<file path="src/rtl/wb_regfile_pkg.sv">
// wb_regfile_pkg: shared pipeline widths, zero constants and enable encodings
package wb_regfile_pkg;
  localparam int DATA_W_DEF = 32;
  localparam int ADDR_W_DEF = 5;
  localparam int REG_NUM_DEF = 2 ** ADDR_W_DEF;
  localparam logic [31:0] ZERO_WORD = 32'h0;
  localparam logic [4:0] ZERO_REG_ADDR = 5'd0;
  localparam logic WRITE_EN = 1'b1;
  localparam logic READ_EN = 1'b1;
endpackage

</file>
<file path="src/rtl/wb_regfile_array.sv">
// wb_regfile_array: async-reset register storage with one write port and two raw read ports
module wb_regfile_array
  import wb_regfile_pkg::*;
#(
  parameter int DATA_W = DATA_W_DEF,
  parameter int ADDR_W = ADDR_W_DEF,
  parameter int REG_NUM = REG_NUM_DEF
) (
  input  logic              clk,
  input  logic              rst,
  input  logic              we,
  input  logic [ADDR_W-1:0] waddr,
  input  logic [DATA_W-1:0] wdata,
  input  logic [ADDR_W-1:0] raddr1,
  output logic [DATA_W-1:0] rdata1,
  input  logic [ADDR_W-1:0] raddr2,
  output logic [DATA_W-1:0] rdata2
);
  logic [DATA_W-1:0] mem [REG_NUM];
  // clear everything on reset; entry 0 is never written so it stays zero
  always_ff @(posedge clk or posedge rst)
    if (rst)
      for (int i = 0; i < REG_NUM; i++) mem[i] <= '0;
    else if (we == WRITE_EN && waddr != ZERO_REG_ADDR)
      mem[waddr] <= wdata;
  assign rdata1 = mem[raddr1];
  assign rdata2 = mem[raddr2];
endmodule

</file>
<file path="src/rtl/wb_regfile.sv">
// wb_regfile: write-back register plus 32x32 register file; define WB_REGFILE_BYPASS_EN for wb-to-read forwarding
module wb_regfile
  import wb_regfile_pkg::*;
#(
  parameter int DATA_W = DATA_W_DEF,
  parameter int ADDR_W = ADDR_W_DEF,
  parameter int REG_NUM = REG_NUM_DEF
) (
  input  logic              clk,
  input  logic              rst,
  input  logic              write_reg_en_i,
  input  logic [ADDR_W-1:0] write_reg_addr_i,
  input  logic [DATA_W-1:0] write_reg_data_i,
  input  logic              stall_i,
  input  logic              flush_i,
  input  logic              read_reg1_en_i,
  input  logic [ADDR_W-1:0] read_reg1_addr_i,
  output logic [DATA_W-1:0] read_reg1_data_o,
  input  logic              read_reg2_en_i,
  input  logic [ADDR_W-1:0] read_reg2_addr_i,
  output logic [DATA_W-1:0] read_reg2_data_o,
  output logic              wb_en_o,
  output logic [ADDR_W-1:0] wb_addr_o,
  output logic [DATA_W-1:0] wb_data_o
);
  logic [DATA_W-1:0] raw1, raw2;
  logic hit1, hit2;
  // write-back register: flush clears, otherwise stall holds, otherwise capture
  always_ff @(posedge clk or posedge rst)
    if (rst) begin
      wb_en_o <= 1'b0;
      wb_addr_o <= ZERO_REG_ADDR;
      wb_data_o <= ZERO_WORD;
    end else if (flush_i) begin
      wb_en_o <= 1'b0;
      wb_addr_o <= ZERO_REG_ADDR;
      wb_data_o <= ZERO_WORD;
    end else if (!stall_i) begin
      wb_en_o <= write_reg_en_i;
      wb_addr_o <= write_reg_addr_i;
      wb_data_o <= write_reg_data_i;
    end
  wb_regfile_array #(.DATA_W(DATA_W), .ADDR_W(ADDR_W), .REG_NUM(REG_NUM)) u_array (
    .clk(clk),
    .rst(rst),
    .we(wb_en_o),
    .waddr(wb_addr_o),
    .wdata(wb_data_o),
    .raddr1(read_reg1_addr_i),
    .rdata1(raw1),
    .raddr2(read_reg2_addr_i),
    .rdata2(raw2)
  );
`ifdef WB_REGFILE_BYPASS_EN
  assign hit1 = wb_en_o == WRITE_EN && wb_addr_o != ZERO_REG_ADDR && wb_addr_o == read_reg1_addr_i;
  assign hit2 = wb_en_o == WRITE_EN && wb_addr_o != ZERO_REG_ADDR && wb_addr_o == read_reg2_addr_i;
`else
  assign hit1 = 1'b0;
  assign hit2 = 1'b0;
`endif
  // read ports: reset, disabled and r0 reads return zero; then bypass, then array
  always_comb begin
    read_reg1_data_o = (rst || read_reg1_en_i != READ_EN || read_reg1_addr_i == ZERO_REG_ADDR) ? ZERO_WORD :
                       hit1 ? wb_data_o : raw1;
    read_reg2_data_o = (rst || read_reg2_en_i != READ_EN || read_reg2_addr_i == ZERO_REG_ADDR) ? ZERO_WORD :
                       hit2 ? wb_data_o : raw2;
  end
endmodule

</file>
<file path="config.mk">
export PLATFORM = sky130hd
export DESIGN_NAME = wb_regfile
export DESIGN_NICKNAME = d
export VERILOG_FILES = /design/src/rtl/wb_regfile_pkg.sv /design/src/rtl/wb_regfile_array.sv /design/src/rtl/wb_regfile.sv
export SDC_FILE = /design/constraint.sdc
export NUM_CORES = 2
export LEC_CHECK = 0
export ABC_AREA = 0
export ABC_CLOCK_PERIOD_IN_PS = 52700
export BUFFER_PORTS_ARGS = -buffer_cell sky130_fd_sc_hd__buf_2
export CORE_MARGIN = 3
export CORE_UTILIZATION = 60
export DETAILED_ROUTE_END_ITERATION = 10
export PLACE_DENSITY = 0.82
export SLEW_MARGIN = 20
export SYNTH_ARGS = -nofsm -noshare
export SYNTH_HDL_FRONTEND = slang
export SYNTH_HIERARCHICAL = 1
export SYNTH_SLANG_ARGS = --single-unit
</file>
<file path="constraint.sdc">
create_clock -name clk -period 52.7 [get_ports clk]
set_clock_uncertainty 0.05 [all_clocks]
set_input_delay 7.905 -clock clk [delete_from_list [all_inputs] [get_ports clk]]
set_output_delay 7.905 -clock clk [all_outputs]
set_load 0.05 [all_outputs]
</file>
==> results.py <==
metrics = {
    "run_status": {
        "status": "finished clean",
    },
    "sta": {
        "max_freq_mhz": 47.4,
        "maxSlewViolCount": 0,
        "relSlewSlack": 0.162,
        "whs_ns": 0.354,
        "fin_setup_tns_ns": 0,
        "setup_viol": 0,
        "worst_slack_ns": 31.60,
        "rsz0062_at_grt": "no",
        "hold_viol": 0,
        "period_share": 0.400,
        "worst_slew_pin_slew_ns": 1.26,
        "min_period_ns": 21.10,
    },
    "placement": {
        "placed_cells": 5888,
        "dp_slack_ns": 31.88,
        "place_congestion": 0.847,
        "io_buffers": 155,
        "post-dp-hpwl_um": 91300,
    },
    "floorplanning": {
        "fp.dieH_um": 318,
        "rows": 113,
        "initial_core_util": 0.610,
        "die_w_um": 318,
        "core_um2": 95900,
        "ios": 156,
        "die_area_um2": 101000,
    },
    "synth": {
        "synth.largest_area_cell": "dfrtp_1",
        "seq_area_frac_synth": 0.454,
        "synth_area_leaders": "dfrtp_1 (45%), mux2_2 (18%), mux2i_1 (18%)",
        "syn-cell-area_um2": 58500,
        "synth_cell_types": 31,
        "syn-mean-instance-area_um2": 12.0,
        "yosys.area.top_type_share": 0.454,
        "synthCells": 4882,
        "ys_ff_latch": 1062,
        "ys_warn_count": 6,
        "syn_nets": 4936,
    },
    "critical_path": {
        "critPathKind": "primary input to primary output",
        "cp_max_fo": 67,
        "startpoint_type": "primary input",
        "endpoint_kind": "primary output",
        "cp.required_ns": 44.74,
        "cp.arrival_ns": 13.14,
    },
    "drt": {
        "vias_per_cell": 6.99,
        "antenna_left": 0,
        "wire_per_inst_um": 29.3,
        "wirelength_um": 179000,
        "drt_iter0_markers": 5159,
        "num_vias": 42500,
        "drcViolationCount": 0,
        "dr.pass1.iters": 5,
    },
    "job": {
        "max_cap_viol_count": 0,
    },
    "clocking": {
        "holdBufCountCts": 0,
        "cts_setup_buffers": 0,
        "clkTransAtPathRegs_ns": 0.06,
        "ctsResizeCount": 0,
        "cts_max_level": 3,
        "cts-root-buf": "clkbuf_16",
        "cts_tree": "built",
        "cts_buffers": 106,
        "clkLatencyLatePin_ns": 0.69,
        "clock-sinks": 1062,
        "cts_buffer_depth": 3,
    },
    "power": {
        "ir_drop_uv": 29.5,
        "finalPower_mw": 1.89,
        "leakage_nw": 31.5,
        "p_per_area_nw_per_um2": 30.1,
    },
    "cells_and_area": {
        "nNetsFinal": 4787,
        "layout-drive-gt1-share": 0.299,
        "instances_no_fill": 6085,
        "layout_common_cells": "mux2i_1 (1062), dfrtp_1 (1055), mux2_2 (954)",
        "syn_to_final_growth_pct": 7.43,
        "fillers": 7055,
        "final_common_cell": "mux2i_1",
    },
    "grt": {
        "grt_pass1_vias": 42800,
        "grt.total_usage": 0.342,
        "grt_overflow_total": 0,
        "grt_max_degree": 204,
        "antenna_found_initial": 4,
        "grt_pass1_wl_um": 267000,
    },
    "hold_path": {
        "hold_path_class": "flip-flop to flip-flop",
    },
}
==> synth_stat cells, drive strengths merged <==
cell type and number:
nand3b 68, buf 259, a22o 128, or2 3
nor3 65, dfrtp 1062, and2 2, or3b 1
a22oi 192, mux2i 1062, nor2b 4, mux2 992
a31oi 64, nand2b 4, clkbuf 247, and3 1
nand3 194, nand2 210, nor4 2, inv 4
nor3b 4, and3b 1, a21oi 256, nor2 57
==> worst paths after layout <==
check / from / endpoint / slack [ns] / cells after the start
setup / recovery: read_reg2_addr_i[1] / read_reg2_data_o[13] / 31.60 / 12
hold reg to reg: u_array/mem[999] / u_array/mem[999] / 0.35 / 0
hold / removal: u_array/mem[999] / u_array/mem[999] / 0.35 / 0
setup reg to reg: wb_addr_o[4] / u_array/mem[453] / 49.97 / 4
max in group asynchronous: rst / u_array/mem[954] / 40.86 / 7
min in group asynchronous: rst / wb_data_o[11] / 7.77 / 3
==> per-stage QoR <==
step | util | cell area [um2]
CTS | 0.654 | 62700
detailed placement | 0.616 | 59000
global route | 0.655 | 62800
floorplan | - | 58500
global placement | 0.616 | 59000
finish | 0.655 | 62800
==> state kept, by name, indices dropped and copies added (netlist names) <==
register,flops
wb_addr_o,5
wb_data_o,32
u_array/mem,1024
wb_en_o,1
==> cell families (layout without fill, tap and decap cells) <==
family	count (synthesis)	after routing	share of synthesized area
AOI/OAI and AO/OA	640	640	0.0728
muxes	2054	2054	0.373
and+or+nand+nor	616	616	0.0534
buffers and inverters	510	446	0.0465
other	0	2	0
DFF	1062	1062	0.454
==> per-layer routing <==
layer	GRT usage	vias up	part of all wire
li1	-	17600	-
met1	0.461	21700	0.39
met2	0.527	2531	0.44
met3	0.0745	642	0.11
met4	0.167	0	0.055
met5	0	-	0
==> layout make-up <==
type,count,area [um2],share of cell area
Tap cell,1265,1580,0.0252
Clock inverter,41,606,0.00964
Inverter,4,22.5,0.000359
Sequential cell,1062,26600,0.423
Antenna cell,2,5.00,0.0000797
Multi-Input combinational cell,3310,29300,0.466
Timing Repair Buffer,249,1630,0.0259
Clock buffer,152,3100,0.0493
==> power by group <==
part	switching, mW	internal, mW	total, mW
Clock	0.330	0.477	0.807
Combinational	0.135	0.0782	0.213
Sequential	0.0304	0.841	0.872
Total	0.495	1.40	1.89
==> critical path: stages <==
cell	delay (ns)
buf_8	0.53
buf_4	0.78
buf_4	0.93
buf_4	0.89
mux2i_1	0.20
a22o_1	0.26
nor3_1	0.22
a31oi_1	0.09
nand3_1	0.19
nand3b_1	0.13
a21oi_1	0.50
buf_2	0.37
Power figures use the tool's default switching activity.
